==> src/rtl/rpi_frame_capture.sv <==
`timescale 1ns/1ps
// rpi_frame_capture: recovers the Raspberry Pi 1-bit video stream by
// oversampling on clk, packs 8 pixels per byte (first pixel in the MSB) and
// writes each frame into asynchronous SRAM through a 4-cycle write engine.
//
// Ports:
//   clk, rst_n          system clock, asynchronous active-low reset
//   rpi_h_sync          RPi hsync (async, active-low)
//   rpi_v_sync          RPi vsync (async, active-low)
//   rpi_color           RPi pixel data (async, 1 = lit)
//   sram_addr           SRAM byte address
//   sram_data           SRAM write data
//   sram_we_n           SRAM write enable, active-low
//   frame_done          one-cycle pulse once the last byte of a frame is written
//   line_err            one-cycle pulse when hsync cuts a line short
module rpi_frame_capture #(
    parameter int unsigned SAMPLE_DIV = 4,
    parameter int unsigned H_SKIP     = 0,
    parameter int unsigned H_ACTIVE   = 640,
    parameter int unsigned V_ACTIVE   = 480,
    parameter int unsigned ADDR_W     = 16
) (
    input  logic              clk,
    input  logic              rst_n,
    input  logic              rpi_h_sync,
    input  logic              rpi_v_sync,
    input  logic              rpi_color,
    output logic [ADDR_W-1:0] sram_addr,
    output logic [7:0]        sram_data,
    output logic              sram_we_n,
    output logic              frame_done,
    output logic              line_err
);

    localparam int unsigned DIV_W          = $clog2(SAMPLE_DIV);
    localparam int unsigned SKIP_W         = (H_SKIP > 0) ? $clog2(H_SKIP + 1) : 1;
    localparam int unsigned X_W            = $clog2(H_ACTIVE + 1);
    localparam int unsigned Y_W            = $clog2(V_ACTIVE + 1);
    localparam int unsigned BYTES_PER_LINE = H_ACTIVE / 8;
    localparam int unsigned DIV_MID        = SAMPLE_DIV / 2;
    localparam int unsigned DIV_LAST       = SAMPLE_DIV - 1;

    typedef enum logic [1:0] {
        ST_IDLE,
        ST_ARM,
        ST_LINE
    } state_t;

    typedef enum logic [2:0] {
        WR_IDLE,
        WR_W0,
        WR_W1,
        WR_W2,
        WR_W3
    } wr_state_t;

    // ------------------------------------------------------------------
    // Input synchronizers and edge detectors
    // ------------------------------------------------------------------
    logic [1:0] h_pipe;
    logic [1:0] v_pipe;
    logic [1:0] c_pipe;
    logic       h_prev;
    logic       v_prev;
    logic       c_dly;
    logic       h_rise;
    logic       h_fall;
    logic       v_fall;

    // Sync pipes idle high; color gets one extra stage to stay aligned with the edge pulses.
    always_ff @(posedge clk or negedge rst_n) begin
        if (!rst_n) begin
            h_pipe <= 2'b11;
            v_pipe <= 2'b11;
            c_pipe <= 2'b11;
            h_prev <= 1'b1;
            v_prev <= 1'b1;
            c_dly  <= 1'b1;
            h_rise <= 1'b0;
            h_fall <= 1'b0;
            v_fall <= 1'b0;
        end else begin
            h_pipe <= {h_pipe[0], rpi_h_sync};
            v_pipe <= {v_pipe[0], rpi_v_sync};
            c_pipe <= {c_pipe[0], rpi_color};
            h_prev <= h_pipe[1];
            v_prev <= v_pipe[1];
            c_dly  <= c_pipe[1];
            h_rise <= h_pipe[1] & ~h_prev;
            h_fall <= ~h_pipe[1] & h_prev;
            v_fall <= ~v_pipe[1] & v_prev;
        end
    end

    // ------------------------------------------------------------------
    // Capture FSM, datapath and write engine state
    // ------------------------------------------------------------------
    state_t              state,     state_nxt;
    logic [DIV_W-1:0]    div,       div_nxt;
    logic [SKIP_W-1:0]   skip_cnt,  skip_nxt;
    logic [X_W-1:0]      x,         x_nxt;
    logic [Y_W-1:0]      y,         y_nxt;
    logic [ADDR_W-1:0]   line_base, base_nxt;
    logic [6:0]          shift,     shift_nxt;
    wr_state_t           wr_st,     wr_st_nxt;
    logic                done_pend, done_pend_nxt;
    logic [ADDR_W-1:0]   addr_nxt;
    logic [7:0]          data_nxt;
    logic                we_n_nxt;
    logic                frame_done_nxt;
    logic                line_err_nxt;

    logic [7:0]          wr_byte;
    logic                wr_start;
    logic                line_end;
    logic                resync;

    // State register
    always_ff @(posedge clk or negedge rst_n) begin
        if (!rst_n) begin
            state      <= ST_IDLE;
            div        <= '0;
            skip_cnt   <= '0;
            x          <= '0;
            y          <= '0;
            line_base  <= '0;
            shift      <= '0;
            wr_st      <= WR_IDLE;
            done_pend  <= 1'b0;
            sram_addr  <= '0;
            sram_data  <= '0;
            sram_we_n  <= 1'b1;
            frame_done <= 1'b0;
            line_err   <= 1'b0;
        end else begin
            state      <= state_nxt;
            div        <= div_nxt;
            skip_cnt   <= skip_nxt;
            x          <= x_nxt;
            y          <= y_nxt;
            line_base  <= base_nxt;
            shift      <= shift_nxt;
            wr_st      <= wr_st_nxt;
            done_pend  <= done_pend_nxt;
            sram_addr  <= addr_nxt;
            sram_data  <= data_nxt;
            sram_we_n  <= we_n_nxt;
            frame_done <= frame_done_nxt;
            line_err   <= line_err_nxt;
        end
    end

    // Next-state and output logic
    always_comb begin
        state_nxt      = state;
        div_nxt        = div;
        skip_nxt       = skip_cnt;
        x_nxt          = x;
        y_nxt          = y;
        base_nxt       = line_base;
        shift_nxt      = shift;
        wr_st_nxt      = wr_st;
        done_pend_nxt  = done_pend;
        addr_nxt       = sram_addr;
        data_nxt       = sram_data;
        we_n_nxt       = 1'b1;
        frame_done_nxt = 1'b0;
        line_err_nxt   = 1'b0;
        wr_byte        = {shift, c_dly};
        wr_start       = 1'b0;
        line_end       = 1'b0;
        resync         = 1'b0;

        // A finished frame is reported only after its last write has retired.
        if (done_pend && (wr_st == WR_W3 || wr_st == WR_IDLE)) begin
            frame_done_nxt = 1'b1;
            done_pend_nxt  = 1'b0;
        end

        // Capture FSM; vsync is checked first so it wins over hsync.
        case (state)
            ST_IDLE: begin
                if (v_fall) begin
                    resync = 1'b1;
                end
            end
            ST_ARM: begin
                if (v_fall) begin
                    resync = 1'b1;
                end else if (h_rise) begin
                    state_nxt = ST_LINE;
                    div_nxt   = '0;
                    skip_nxt  = '0;
                    x_nxt     = '0;
                end
            end
            ST_LINE: begin
                if (v_fall) begin
                    resync = 1'b1;
                end else if (h_fall) begin
                    line_err_nxt = 1'b1;
                    line_end     = 1'b1;
                end else begin
                    div_nxt = (div == DIV_W'(DIV_LAST)) ? '0 : div + DIV_W'(1);
                    if (div == DIV_W'(DIV_LAST) && skip_cnt != SKIP_W'(H_SKIP)) begin
                        skip_nxt = skip_cnt + SKIP_W'(1);
                    end
                    // Mid-pixel sample once the back porch has been skipped.
                    if (skip_cnt == SKIP_W'(H_SKIP) && div == DIV_W'(DIV_MID)) begin
                        shift_nxt = wr_byte[6:0];
                        x_nxt     = x + X_W'(1);
                        if (x[2:0] == 3'd7) begin
                            wr_start = 1'b1;
                        end
                        if (x == X_W'(H_ACTIVE - 1)) begin
                            line_end = 1'b1;
                        end
                    end
                end
            end
            default: begin
                state_nxt = ST_IDLE;
            end
        endcase

        // Start of frame or resynchronisation: partial byte is dropped.
        if (resync) begin
            state_nxt = ST_ARM;
            y_nxt     = '0;
            base_nxt  = '0;
            shift_nxt = '0;
        end

        // Full or truncated line both advance to the next line slot.
        if (line_end) begin
            base_nxt = line_base + ADDR_W'(BYTES_PER_LINE);
            y_nxt    = y + Y_W'(1);
            if (y == Y_W'(V_ACTIVE - 1)) begin
                state_nxt     = ST_IDLE;
                done_pend_nxt = 1'b1;
            end else begin
                state_nxt = ST_ARM;
            end
        end

        // Write engine: W0 setup, W1/W2 strobe, W3 hold.
        case (wr_st)
            WR_W0: begin
                wr_st_nxt = WR_W1;
                we_n_nxt  = 1'b0;
            end
            WR_W1: begin
                wr_st_nxt = WR_W2;
                we_n_nxt  = 1'b0;
            end
            WR_W2: begin
                wr_st_nxt = WR_W3;
            end
            WR_W3: begin
                wr_st_nxt = WR_IDLE;
            end
            default: begin
                wr_st_nxt = WR_IDLE;
            end
        endcase

        // Byte spacing guarantees the engine is idle here; x still holds the pre-increment count.
        if (wr_start) begin
            wr_st_nxt = WR_W0;
            addr_nxt  = line_base + ADDR_W'(x >> 3);
            data_nxt  = wr_byte;
        end
    end

endmodule

==> config.mk <==
export PLATFORM = sky130hd
export DESIGN_NAME = rpi_frame_capture
export DESIGN_NICKNAME = d
export VERILOG_FILES = /design/src/rtl/rpi_frame_capture.sv
export SDC_FILE = /design/constraint.sdc
export NUM_CORES = 1
export LEC_CHECK = 0
export ABC_AREA = 0
export CAP_MARGIN = 20
export CELL_PAD_IN_SITES_DETAIL_PLACEMENT = 1
export CELL_PAD_IN_SITES_GLOBAL_PLACEMENT = 2
export CORE_MARGIN = 2
export CORE_UTILIZATION = 40
export CTS_CLUSTER_SIZE = 40
export DETAILED_ROUTE_END_ITERATION = 7
export PLACE_DENSITY = 0.87
export SKIP_CTS_REPAIR_TIMING = 1
export SLEW_MARGIN = 20
export SYNTH_ARGS = -nofsm -noshare
export SYNTH_HDL_FRONTEND = slang
export SYNTH_SLANG_ARGS = --single-unit
==> constraint.sdc <==
create_clock -name clk -period 3 [get_ports clk]
set_clock_uncertainty 0.1 [all_clocks]
set_input_delay 0.3 -clock clk [delete_from_list [all_inputs] [get_ports clk]]
set_output_delay 0.3 -clock clk [all_outputs]
set_load 0.01 [all_outputs]
* Yosys cells after proc, flatten, opt, wreduce, memory -nomap -nowiden *
Cells that the tools add are included.

storage, ports and cells
  register bits = 90
  output and inout bits = 27
  word-level logic and storage cells = 131

operators by class
  add/sub/neg operators = 6
  equal/unequal tests = 22
  mux-type cells = 55
  bitwise gates (word level) = 7
  reduce and logical (&&, ||, !) cells = 18

operators with widths
  operator                                               number
  two-way mux 10 bit                                     5
  two-way mux 7 bit                                      5
  two-way mux 16 bit                                     2
  two-way mux 1 bit                                      26
  case mux 10 bit (2 select lines)                       1
  two-way mux 2 bit                                      9
  two-way mux 9 bit                                      2
  adder 16 x 7 -> 16 bit                                 1
  adder 16 x 7 -> 16 bit, second input constant          1
  inequality test 2 bit, second input constant           6
  AND reduction 6 bit                                    2
  adder 10 x 1 -> 10 bit, second input constant          1
  equality test 10 bit, second input constant            1
  adder 9 x 1 -> 9 bit, second input constant            1
  equality test 9 bit, second input constant             1
  case mux 3 bit (3 select lines)                        1
  inequality test 4 bit, second input constant           2
  case mux 2 bit (2 select lines)                        2
  nonzero test 2 bit                                     4
  equality test 2 bit, second input constant             3
  equality test 3 x 2 -> 1 bit, second input constant    2
  equality test 3 bit, second input constant             2
  AND reduction 5 bit                                    1
  inequality test 2 x 1 -> 1 bit, second input constant  2
  17 further kinds                                       25

* Longest topological paths before layout *
  depth after elaboration = 8
  gate-level depth with buffers = 9
  gate-level depth less buffers = 7

* Worst setup path before layout *
Ideal clock, no wire load.

  path kind = flip-flop to flip-flop
  start point = register div[0]
  end point = register line_base[13]
  data arrival time = 1.806 ns
  required time = 2.831 ns
  path slack = 1.025 ns
  stages on the path, launching flop included = 9
  buffers on the path = 1
  period minus slack after synthesis = 1.975 ns
  cells stage by stage = dfrtp_1 inv_1 ha_1 nand2b_1 o41ai_4 nand2_2 buf_2 or3_1 nand3_1

between the ends
  longest elaborated chain between the ends = 7
  elaborated cells on any way between the ends = 8
  those cells by class = eq/ne: 1; mux: 5; reduce/logical: 2

RTL lines
  what                                                      RTL line  RTL
  start: declaration                                        99        logic [DIV_W-1:0] div, div_nxt;
  start signal: assignment                                  137       div <= div_nxt;
  equality test 2 bit *                                     209       if (skip_cnt == SKIP_W'(H_SKIP) && div == DIV_W'(DIV_MID)) begin
  logical AND 1 bit *                                       209
  two-way mux 1 bit *                                       209
  two-way mux 1 bit *                                       200       end else if (h_fall) begin
  two-way mux 1 bit *                                       198       if (v_fall) begin
  two-way mux 1 bit *                                       181       case (state)
  two-way mux 16 bit or nonzero test 2 bit (tied branches)  n/a
  end signal: assignment                                    141       line_base <= base_nxt;
  end: declaration                                          103       logic [ADDR_W-1:0] line_base, base_nxt;

Every way passes the cells marked *; elsewhere a longest branch is shown, timed or not.
A chain may end at the register's enable or synchronous reset.

* Worst setup path in the final report *
  start point = register div[0]
  end point = register y[2]

between the ends
  longest elaborated chain between the ends = 7
  elaborated cells on any way between the ends = 8
  those cells by class = eq/ne: 1; mux: 5; reduce/logical: 2

RTL lines
  what                                                     RTL line  RTL
  equality test 2 bit *                                    209
  logical AND 1 bit *                                      209
  two-way mux 1 bit *                                      209
  two-way mux 1 bit *                                      200
  two-way mux 1 bit *                                      198
  two-way mux 1 bit *                                      181
  two-way mux 9 bit or nonzero test 2 bit (tied branches)  n/a
  end signal: assignment                                   140       y <= y_nxt;
  end: declaration                                         102       logic [Y_W-1:0] y, y_nxt;

Marked as above.

==> flow_summary.json <==
{
  "status": "complete, no violations",
  "p_per_area_nw_per_um2": 472,
  "drtIter0Drc": 61,
  "hold_viol_final": 0,
  "vias": 2814,
  "synth-edff-count": 0,
  "clock-sinks": 86,
  "synth.avg_cell_area_um2": 10.5,
  "slew_headroom_pct": 48.3,
  "cts_buffers": 9,
  "ys_async_sr_fraction_pct": 100,
  "ys_warn_count": 0,
  "yosysSeqAreaShare_pct": 55.3,
  "fin_crit_sh_pct": 76.8,
  "grt_max_degree": 85,
  "ys_seq_elements": 86,
  "ios": 32,
  "rsz0062_at_grt": "no",
  "grt_util_all_layers_pct": 16.9,
  "critical_path_arrival_ns": 2.50,
  "cp_max_fo": 17,
  "routed_wl_mm": 8.08,
  "clock.fmax_mhz": 434,
  "setup_viol": 0,
  "dp_hpwl_mm": 5.59,
  "synth_top_area_cell": "dfrtp_1",
  "dieWidth_um": 103,
  "clock_latency_ns": 0.37,
  "cts_tree": "built",
  "initial_core_util_pct": 40.6,
  "synth_cell_type_count": 50,
  "slew_viol_final": 0,
  "first_pass_iters": 4,
  "port_buffers": 31,
  "cp.required_ns": 3.20,
  "reg2regPathDepth": 8,
  "synth_ff_type": "dfrtp_1",
  "synth.top_cell.area_share_pct": 48.6,
  "cts_buffer_depth": 2,
  "rows": 36,
  "cap_violations": 0,
  "syn_inst": 371,
  "num_antenna_cells": 0,
  "fp.dieH_um": 103,
  "stdcell_area_um2": 4570,
  "dr_wl_met2_mm": 4.04,
  "netlist_area_um2": 3910,
  "yosys-top-cells-area": "dfrtp_1 (49%), dfstp_2 (6.7%), nand2_1 (5.8%)",
  "mostFrequentLayoutCell": "dfrtp_1",
  "antenna_found_initial": 0,
  "grt_pass1_vias": 2907,
  "grt_remaining_overflow": 0,
  "cp-end-kind": "flip-flop",
  "worstHoldPathCells": 1,
  "cts.htree.levels": 3,
  "die-area_um2": 10600,
  "vias_per_cell": 5.18,
  "wl_met1_mm": 3.74,
  "crit_type": "flip-flop to flip-flop",
  "grt_pass1_wl_mm": 13.8,
  "min_period_ns": 2.30,
  "areaGrowthSynthToFinish_pct": 17.0,
  "setup-tns-final_ns": 0,
  "fin_nets": 420,
  "most-common-layout-cells": "dfrtp_1 (76), nand2_1 (60), nand3_1 (33), clkdlybuf4s50_1 (30), o21ai_0 (28)",
  "hp-class": "input pin to flip-flop",
  "ir_drop_mv": 0.202,
  "dpl_cell_area_um2": 4360,
  "power_leakage_nw": 2.05,
  "core_area_um2": 9640,
  "wl_per_cell_um": 14.9,
  "worstMarginPinSlew_ns": 0.775,
  "ant_nets": 0,
  "clkTransAtPathRegs_ns": 0.09,
  "gp_congestion": 0.741,
  "cp-start-kind": "flip-flop",
  "drc": 0,
  "drive_gt1_share_pct": 13.2,
  "highest_layer": "met4",
  "cts_root_buf": "clkbuf_8",
  "synth_fp_nets": 386,
  "dr_wl_met3_um": 198
}
## metal layers
| metal | global-route usage, % | vias to the layer above |
|---|---|---|
| met4 | 7.49 | 0 |
| met2 | 27.7 | 32 |
| met1 | 21.7 | 1430 |
| met5 | 0 | - |
| met3 | 3.59 | 7 |
| li1 | - | 1345 |
## power breakdown
| group | total, mW | switching [mW] | internal [mW] |
|---|---|---|---|
| combinational | 0.107 | 0.0693 | 0.0378 |
| sequential | 1.21 | 0.0243 | 1.18 |
| clock | 0.844 | 0.410 | 0.433 |
## critical path, stage by stage (launching register included)
cell and delay (ns):
dfrtp_1 0.40, inv_1 0.08, ha_1 0.16, nand2b_1 0.10, o41ai_4 0.36, and2_1 0.59
buf_4 0.24, a21oi_2 0.05, mux2i_1 0.15
## registers in the layout (all words and copies together) (netlist names), 3 cells and up
register and flops:
line_base 12, shift 7, x 10, wr_st 3, y 9, sram_data 8
sram_addr 16
## logic make-up after synthesis
logic type | after synthesis | synth area share, %
AOI/OAI and AO/OA | 62 | 9.82
xor gates and xnor gates | 19 | 4.25
adders and majority gates | 10 | 3.20
buffers and inverters | 24 | 3.04
DFF | 86 | 55.3
muxes | 20 | 5.53
other | 1 | 0.0959
and+or+nand+nor | 149 | 18.7
## cells in the mapped netlist, types with 2 or more instances
| master | instances |
|---|---|
| a21oi_2 | 2 |
| a31oi_1 | 2 |
| o31ai_1 | 3 |
| dfrtp_1 | 76 |
| nor3_1 | 6 |
| nor3b_1 | 2 |
| nand3_1 | 33 |
| clkbuf_1 | 9 |
| nor2_1 | 13 |
| inv_1 | 9 |
| nand2_1 | 60 |
| dfstp_2 | 10 |
| mux2i_1 | 7 |
| or3_1 | 4 |
| nand2b_1 | 5 |
| a21oi_1 | 15 |
| buf_2 | 3 |
| mux2_2 | 13 |
| and2_1 | 4 |
| o21ai_0 | 28 |
| xor2_1 | 10 |
| xnor2_1 | 9 |
| ha_1 | 10 |
| o21a_1 | 2 |
| nor2b_1 | 7 |
| nand4_1 | 5 |
## path summary, 6_finish.rpt
check	startpoint	endpoint	slack, ns
worst max-delay path	div[0]	y[2]	0.70
worst min-delay path	rpi_v_sync	v_pipe[0]	0.24
worst max register to register	div[0]	y[2]	0.70
worst min register to register	c_pipe[0]	c_pipe[1]	0.26
max in group asynchronous	rst_n	c_pipe[1]	1.74
min in group asynchronous	rst_n	sram_data[0]	0.44
## final cells by class
type,count,area (um^2)
Clock buffer,13,159
Clock inverter,3,43.8
Fill cell,1099,5060
Inverter,9,33.8
Multi-Input combinational cell,261,1630
Sequential cell,86,2160
Tap cell,133,166
Timing Repair Buffer,38,379
## stage by stage
stage	std cells	util, %	hold slack (ns)	setup WS [ns]	total power, mW
after floorplan	371	-	-0.0956	1.03	1.29
after global placement	526	45.2	0.246	0.774	1.33
after detailed placement	526	45.2	0.247	0.666	1.34
after CTS	542	47.3	0.0642	0.668	2.19
after global routing	543	47.5	0.229	0.494	2.26
final	543	47.5	0.239	0.697	2.16
Note: power is estimated with default switching activity, not from simulation.
